**config.mk**
```make
export PLATFORM = sky130hd
export DESIGN_NAME = fetch_stage
export DESIGN_NICKNAME = d
export VERILOG_FILES = /design/src/rtl/fetch_stage.sv
export SDC_FILE = /design/constraint.sdc
export NUM_CORES = 1
export LEC_CHECK = 0
export ABC_CLOCK_PERIOD_IN_PS = 5400
export BUFFER_PORTS_ARGS = -buffer_cell sky130_fd_sc_hd__buf_2
export CAP_MARGIN = 30
export CORE_AREA = 4 4 142 76
export DETAILED_ROUTE_END_ITERATION = 10
export DIE_AREA = 0 0 146 80
export PLACE_DENSITY_LB_ADDON = 0.2
export REMOVE_ABC_BUFFERS = 1
export SLEW_MARGIN = 20
export SYNTH_ARGS = -nofsm -noshare
export SYNTH_HDL_FRONTEND = slang
export SYNTH_SLANG_ARGS = --single-unit
```
**constraint.sdc**
```tcl
create_clock -name clk -period 5.4 [get_ports clk]
set_clock_uncertainty 0.15 [all_clocks]
set_input_delay 0.54 -clock clk [delete_from_list [all_inputs] [get_ports clk]]
set_output_delay 0.54 -clock clk [all_outputs]
set_load 0.1 [all_outputs]
```
**src/rtl/fetch_stage.sv**
```systemverilog
// Instruction-fetch stage: PC register, instruction-memory address, IF/ID pipeline register.
// Optional self-loop halt detection is enabled by defining FETCH_SELF_LOOP_HALT_EN.
module fetch_stage #(
  parameter int unsigned              WORD_SIZE   = 32,
  parameter int unsigned              BOOT_CYCLES = 2,
  parameter logic [WORD_SIZE-1:0]     RESET_PC    = '0
) (
  input  logic                 clk,
  input  logic                 rst,
  input  logic                 freeze,
  input  logic                 branch_taken,
  input  logic [WORD_SIZE-1:0] branch_addr,
  input  logic [WORD_SIZE-1:0] instruction_in,
  output logic [WORD_SIZE-1:0] pc_to_mem,
  output logic [WORD_SIZE-1:0] if_id_pc,
  output logic [WORD_SIZE-1:0] if_id_instruction,
  output logic                 if_id_valid,
  output logic                 halted
);

  localparam int unsigned      CNT_W     = (BOOT_CYCLES > 1) ? $clog2(BOOT_CYCLES) : 1;
  localparam logic [CNT_W-1:0] BOOT_LAST = CNT_W'(BOOT_CYCLES - 1);

  localparam logic [1:0] ST_BOOT = 2'd0;
  localparam logic [1:0] ST_RUN  = 2'd1;
`ifdef FETCH_SELF_LOOP_HALT_EN
  localparam logic [1:0] ST_HALT = 2'd2;
`endif

  logic [1:0]           state_q, state_d;
  logic [CNT_W-1:0]     cnt_q, cnt_d;
  logic [WORD_SIZE-1:0] pc_q, pc_d;
  logic [WORD_SIZE-1:0] ifpc_q, ifpc_d;
  logic [WORD_SIZE-1:0] instr_q, instr_d;
  logic                 valid_q, valid_d;
  logic [WORD_SIZE-1:0] pc_inc;
  logic [WORD_SIZE-1:0] target_aligned;
`ifdef FETCH_SELF_LOOP_HALT_EN
  logic                 halted_q, halted_d;
  logic                 self_loop;
`endif

  assign pc_inc         = pc_q + WORD_SIZE'(4);
  assign target_aligned = branch_addr & ~WORD_SIZE'(3);
`ifdef FETCH_SELF_LOOP_HALT_EN
  // A branch whose target is the instruction currently in IF/ID spins forever.
  assign self_loop = valid_q && (branch_addr == (ifpc_q - WORD_SIZE'(4)));
`endif

  // State register
  always_ff @(posedge clk or negedge rst) begin
    if (!rst) begin
      state_q <= ST_BOOT;
    end else begin
      state_q <= state_d;
    end
  end

  // Next-state and datapath next values
  always_comb begin
    state_d = state_q;
    cnt_d   = cnt_q;
    pc_d    = pc_q;
    ifpc_d  = ifpc_q;
    instr_d = instr_q;
    valid_d = valid_q;
`ifdef FETCH_SELF_LOOP_HALT_EN
    halted_d = halted_q;
`endif
    case (state_q)
      ST_BOOT: begin
        cnt_d = cnt_q + CNT_W'(1);
        if (cnt_q == BOOT_LAST) begin
          state_d = ST_RUN;
        end
      end
      ST_RUN: begin
        if (branch_taken) begin
          pc_d    = target_aligned;
          ifpc_d  = '0;
          instr_d = '0;
          valid_d = 1'b0;
`ifdef FETCH_SELF_LOOP_HALT_EN
          if (self_loop) begin
            state_d  = ST_HALT;
            pc_d     = branch_addr;
            halted_d = 1'b1;
          end
`endif
        end else if (!freeze) begin
          pc_d    = pc_inc;
          ifpc_d  = pc_inc;
          instr_d = instruction_in;
          valid_d = 1'b1;
        end
      end
`ifdef FETCH_SELF_LOOP_HALT_EN
      ST_HALT: begin
        state_d = ST_HALT;
      end
`endif
      default: begin
        state_d = ST_BOOT;
      end
    endcase
  end

  // Datapath registers
  always_ff @(posedge clk or negedge rst) begin
    if (!rst) begin
      cnt_q   <= '0;
      pc_q    <= RESET_PC;
      ifpc_q  <= '0;
      instr_q <= '0;
      valid_q <= 1'b0;
    end else begin
      cnt_q   <= cnt_d;
      pc_q    <= pc_d;
      ifpc_q  <= ifpc_d;
      instr_q <= instr_d;
      valid_q <= valid_d;
    end
  end

`ifdef FETCH_SELF_LOOP_HALT_EN
  always_ff @(posedge clk or negedge rst) begin
    if (!rst) begin
      halted_q <= 1'b0;
    end else begin
      halted_q <= halted_d;
    end
  end
  assign halted = halted_q;
`else
  assign halted = 1'b0;
`endif

  assign pc_to_mem         = pc_q;
  assign if_id_pc          = ifpc_q;
  assign if_id_instruction = instr_q;
  assign if_id_valid       = valid_q;

endmodule

```
==> impl_metrics.json, run 1 <==
{
  "status": "finished, final reports clean",
  "tns_ns": 0,
  "seqPwrFrac_pct": 39.3,
  "clkTransAtPathRegs_ns": 0.07,
  "wire_per_inst_um": 18.4,
  "ys_seq_elements": 96,
  "first_pass_iters": 5,
  "root_buffer": "clkbuf_16",
  "swShare_pct": 41.3,
  "max_freq_mhz": 377,
  "grt_overflow": 0,
  "grt_pass1_wl_um": 21800,
  "async_reset_ff_share_pct": 100,
  "synth_edf_count": 0,
  "crit_cells": 5,
  "post_cts_buffers": 0,
  "fin_util_pct": 62.4,
  "rsz0062_at_grt": "no",
  "powerDensity_nw_per_um2": 366,
  "startpoint_type": "register",
  "use_met2_pct": 36.0,
  "post-route-drc-count": 0,
  "path_cells": "nand4_4 > nor3_1 > nand2_1 > o41ai_1 > nor2_1",
  "drt-total-wl_um": 13400,
  "syn_inst": 463,
  "slew_headroom_pct": 37.3,
  "drive_gt1_share_pct": 31.9,
  "grt_start_max_net_pins": 55,
  "p_clk_share_pct": 29.2,
  "worstSetupEndpointType": "register",
  "pin_count": 166,
  "hold_viol": 0,
  "cp_max_fo": 10,
  "busiest_layer": "met2",
  "grt_usage_pct": 23.5,
  "die_h_um": 80,
  "viasPerCell": 5.75,
  "areaGrowthSynthToFinish_pct": 25.9,
  "p_int_mw": 1.25,
  "ctsHoldBuffers": 0,
  "irDropWorstVdd_uv": 165,
  "gp_congestion": 0.894,
  "synthesis.area_um2": 4640,
  "required_ns": 5.47,
  "r2r_cells": 5,
  "drv_slew": 0,
  "p_switching_mw": 0.883,
  "coreArea_um2": 9350,
  "yosysSeqAreaShare_pct": 51.8,
  "worstReg2RegStart": "pc_to_mem[15]",
  "worst_ep_arrival_time_ns": 2.72,
  "worstMarginPinSlew_ns": 0.934,
  "finalSetupViolCount": 0,
  "fin_crit_sh_pct": 49.2,
  "final_nets": 675,
  "cp_top_family": "simple AND/OR/NAND/NOR gates",
  "cp_slowest_stage_delay_ns": 0.81,
  "finalCriticalPeriod_ns": 2.65,
  "n_antenna_cell": 0,
  "yosysTopAreaCell": "dfrtp_1",
  "cts_inserted_buffers": 9,
  "multi_input_area_um2": 2070,
  "cts_htree_levels": 3,
  "antenna_left": 0,
  "cts.repair.resized": 0,
  "p_leak_nw": 2.85,
  "place.port_buffers": 160,
  "synth_cell_type_count": 56,
  "synth_top_area_share_pct": 51.8,
  "cts.sinks": 96,
  "cap_violations": 0,
  "syn_avg_cell_area_um2": 10.0,
  "cp_num_buf_inv": 0,
  "comb_power_share_pct": 31.5,
  "crit_slowest_cell": "nor3_1",
  "clk_path_buf_depth": 2,
  "antenna_found_initial": 0,
  "clkLatencyLatePin_ns": 0.34,
  "vias": 4210,
  "hold_class": "primary input to async pin",
  "dr.first_iter.drc_count": 339,
  "synthTopCellsByArea": "dfrtp_1 52%, a22o_1 6.4%, nand2_1 4.2%",
  "grt_util_met3_pct": 7.32,
  "grt_pass1_vias": 4151,
  "regArea_um2": 2400,
  "dieArea_um2": 11700,
  "cp-startpoint": "pc_to_mem[15]",
  "critical_path_class": "register to register",
  "place_hpwl_um": 9310,
  "ys.flop_type": "dfrtp_1",
  "grt_use_met1_pct": 32.3,
  "die_w_um": 146,
  "core.rowCount": 25,
  "fillCellCount": 813,
  "initial_core_util_pct": 49.6,
  "ys_warn_count": 0,
  "tritoncts": "yes"
}
metal layers:
layer	up-vias	part of all wire, %
met5	-	0
met4	0	1.0
met3	13	9.0
met2	203	45
met1	2011	45
li1	1983	-
stage by stage:
stage	hold slack [ns]	setup WS [ns]	cell area, um^2	power (mW)	cells
after floorplan	0.0944	0.0674	4480	1.37	427
after global placement	0.303	2.36	5490	1.51	713
after detailed placement	0.310	2.34	5520	1.52	715
after CTS	0.117	2.70	5810	2.15	731
after global routing	0.140	2.54	5840	2.22	732
final	0.0833	2.75	5840	2.14	732
Yosys cell counts, types with 5 or more instances:
cell type   n
clkbuf_1   26
xnor2_1    11
inv_1       6
nand4_1    11
a22o_1     34
nand2_1    52
and3_1      5
a221o_1     5
nand3_1    12
buf_2       7
nor4_1      9
dfrtp_1    96
nor2_1     30
o22ai_1    13
o21ai_0    35
xor2_1     15
a21oi_1    23
a21o_1      6
cell families after synthesis:
group	after synthesis	share of synthesized area, %
AO/OA/AOI/OAI	150	22.6
XOR/XNOR	26	4.91
adder cells (fa/ha/maj)	1	0.270
buffers and inverters	45	4.15
flip-flops	96	51.8
multiplexers	3	0.674
other	1	0.0808
AND/OR/NAND/NOR	141	15.6
flip-flops by register name, summed over array words and instances, names as in the netlist:
| signal | count |
|---|---|
| if_id_instruction | 32 |
| pc_to_mem | 30 |
| cnt_q | 1 |
| state_q | 1 |
| if_id_pc | 31 |
| if_id_valid | 1 |
final timing paths:
path	endpoint	slack, ns
worst min register to register	if_id_pc[13]	0.32
worst max register to register	pc_to_mem[26]	2.75
worst max-delay path	pc_to_mem[26]	2.75
worst min-delay path	if_id_pc[2]	0.08
min in group clk	pc_to_mem[2]	0.26
max in group asynchronous	if_id_instruction[8]	4.00
cell type report:
| class | count | share of cell area (%) |
|---|---|---|
| Inverter | 7 | 0.450 |
| Clock buffer | 11 | 3.99 |
| Sequential cell | 96 | 41.1 |
| Multi-Input combinational cell | 324 | 35.4 |
| Tap cell | 121 | 2.59 |
| Clock inverter | 5 | 0.986 |
| Timing Repair Buffer | 168 | 15.5 |
placed cells by master, fill, tap and decap left out, types with 3 or more instances in the layout:
cell,n
a21o_1,6
clkbuf_16,9
buf_2,159
o22a_1,3
dfrtp_1,96
a22oi_1,4
nand3_1,12
a31oi_1,3
nor3_1,4
o22ai_1,13
a21oi_1,23
nand2_1,52
a221o_1,5
buf_4,7
or3_1,4
o21ai_0,34
xnor2_1,11
nor4_1,9
nand4_1,11
conb_1,3
xor2_1,15
nor2_1,29
inv_1,6
o31ai_1,4
and3_1,5
a22o_1,34
power groups by stage:
stage / Combinational, mW / Sequential [mW] / Clock [mW]
global route: 0.703 / 0.848 / 0.666
floorplan: 0.127 / 1.24 / 0
detailed placement: 0.672 / 0.851 / 0
global placement: 0.665 / 0.849 / 0
CTS: 0.674 / 0.838 / 0.642
finish: 0.674 / 0.839 / 0.625
No activity file was read; power rests on OpenSTA's default activity.
==> run 2, diff against run 1 <==
--- a/config.mk
+++ b/config.mk
@@ -5,7 +5,7 @@
 export SDC_FILE = /design/constraint.sdc
 export NUM_CORES = 1
 export LEC_CHECK = 0
-export ABC_CLOCK_PERIOD_IN_PS = 5400
+export ABC_CLOCK_PERIOD_IN_PS = 2660
 export BUFFER_PORTS_ARGS = -buffer_cell sky130_fd_sc_hd__buf_2
 export CAP_MARGIN = 30
 export CORE_AREA = 4 4 142 76
==> constraint.sdc (replaced) <==
create_clock -name clk -period 2.66 [get_ports clk]
set_clock_uncertainty 0.15 [all_clocks]
set_input_delay 0.266 -clock clk [delete_from_list [all_inputs] [get_ports clk]]
set_output_delay 0.266 -clock clk [all_outputs]
set_load 0.1 [all_outputs]
==> run 2 against run 1 <==
First-iteration DRC count grew 0.59%; clock power up 130%; non-clock buffer count is 31 higher; sequential share of layout area decreased by 2.0 points.
==> impl_metrics.json, run 2 (same netlist as run 1, synthesis figures left out) <==
{
  "status": "finished, final reports clean",
  "p_clk_share_pct": 31.5,
  "cts_htree_levels": 3,
  "fin_crit_sh_pct": 84.2,
  "die_w_um": 146,
  "clk_path_buf_depth": 2,
  "cap_violations": 0,
  "crit_slowest_cell": "dfrtp_1",
  "largest_reg_flops": 32,
  "cp_slowest_stage_delay_ns": 0.49,
  "p_leak_nw": 3.00,
  "dr.first_iter.drc_count": 341,
  "die_h_um": 80,
  "fillCellCount": 774,
  "antenna_left": 0,
  "first_pass_iters": 5,
  "fin_util_pct": 65.6,
  "finalCriticalPeriod_ns": 2.24,
  "areaGrowthSynthToFinish_pct": 32.2,
  "gp_congestion": 0.897,
  "post_cts_buffers": 0,
  "clkLatencyLatePin_ns": 0.34,
  "grt_pass1_vias": 4328,
  "cp_top_family": "simple AND/OR/NAND/NOR gates",
  "required_ns": 2.73,
  "holdWs_ns": 0.00708,
  "dieArea_um2": 11700,
  "comb_power_share_pct": 30.9,
  "grt_pass1_wl_um": 22800,
  "final_common_cell": "buf_2",
  "hold_class": "primary input to register",
  "clkTransAtPathRegs_ns": 0.06,
  "startpoint_type": "register",
  "worst_ep_arrival_time_ns": 2.31,
  "coreArea_um2": 9350,
  "vias": 4428,
  "hold_viol": 0,
  "wire_per_inst_um": 18.4,
  "root_buffer": "clkbuf_16",
  "drv_slew": 0,
  "worstSetupEndpointType": "register",
  "viasPerCell": 5.80,
  "slew_headroom_pct": 58.7,
  "mostFrequentLayoutCells": "159 x buf_2, 96 x dfrtp_1, 52 x nand2_1",
  "grt_overflow": 0,
  "cts.sinks": 96,
  "pin_count": 166,
  "irDropWorstVdd_uv": 377,
  "worstMarginPinSlew_ns": 0.618,
  "core.rowCount": 25,
  "drt-total-wl_um": 14000,
  "cp_max_fo": 7,
  "p_int_mw": 2.72,
  "cp_num_buf_inv": 0,
  "final_nets": 706,
  "grt_usage_pct": 24.7,
  "p_switching_mw": 1.81,
  "max_freq_mhz": 446,
  "finalSetupViolCount": 0,
  "path_cells": "ha_1 > and3_1 > nand4_1 > xor2_1 > nor2_1 > a221o_1",
  "initial_core_util_pct": 49.6,
  "seqPwrFrac_pct": 37.6,
  "n_antenna_cell": 0,
  "grt_start_max_net_pins": 42,
  "cts.repair.resized": 0,
  "drive_gt1_share_pct": 33.3,
  "tritoncts": "yes",
  "cts_inserted_buffers": 9,
  "rsz0062_at_grt": "no",
  "antenna_found_initial": 0,
  "swShare_pct": 39.9,
  "place.port_buffers": 160,
  "place_hpwl_um": 9780,
  "post-route-drc-count": 0,
  "critical_path_class": "register to register",
  "powerDensity_nw_per_um2": 738
}
==> run 2: changes by cell type in the layout (fill, tap and decap cells not counted), sizes merged <==
cell | previous run | this run
buf | 168 | 186
bufinv | 1 | 2
clkbuf | 11 | 12
clkinv | 5 | 2
dlygate4sd3 | 0 | 13
clkinvlp | 0 | 1
==> run 2: power by group through the flow <==
stage / Sequential, mW / Clock [mW] / Combinational (mW)
floorplan: 2.51 / 0 / 0.258
global placement: 1.72 / 0 / 1.37
detailed placement: 1.73 / 0 / 1.38
CTS: 1.70 / 1.44 / 1.40
global route: 1.72 / 1.51 / 1.46
finish: 1.70 / 1.42 / 1.40
==> run 2: area by class of cell <==
cell class                 instances  area, um^2  share of cell area, %
sequential                        96        2400                   39.2
timing repair buffer             199        1150                   18.8
tap                              121         151                   2.47
clock inverter                     4        76.3                   1.24
inverter                           7        26.3                  0.428
multi-input combinational        324        2070                   33.7
clock buffer                      12         256                   4.18
==> run 2: worst paths after layout <==
check                      slack (ns)  cells past startpoint               start               endpoint
max                              0.42                      6        pc_to_mem[3]          pc_to_mem[14]
min                             0.007                      2  instruction_in[16]  if_id_instruction[16]
max reg2reg                      0.42                      6        pc_to_mem[3]          pc_to_mem[14]
min reg2reg                      0.32                      2        if_id_pc[31]           if_id_pc[31]
max in group asynchronous        1.35                      3                 rst   if_id_instruction[0]
min in group asynchronous        0.29                      2                 rst            if_id_pc[2]
==> run 2: stage by stage <==
step                      power [mW]  setup slack, ns  TNS, ns  cells  cell area [um^2]
after CTS                       4.55            0.428        0    762              6120
after global placement          3.09            0.492        0    734              5670
after global routing            4.69            0.219        0    763              6130
after floorplan                 2.77            -2.40  -155.31    427              4480
final                           4.52            0.420        0    763              6130
after detailed placement        3.11            0.466        0    734              5670
==> run 2: worst register-to-register path: stages (launching register included) <==
cell	delay, ns
dfrtp_1	0.49
ha_1	0.34
and3_1	0.46
nand4_1	0.18
xor2_1	0.16
nor2_1	0.07
a221o_1	0.27
==> run 2: per-layer routing <==
layer / GRT usage, % / wire, um / share of wire, %
met5: 0 / 0 / 0
met4: 5.53 / 131 / 0.93
met3: 6.24 / 1290 / 9.2
met2: 39.7 / 6380 / 45
met1: 34.1 / 6220 / 44
==> run 2: timing repair <==
item                                    CTS  global route
hold endpoints to repair                 49             1
endpoints found under the setup margin    0             0
hold buffers                             12             1
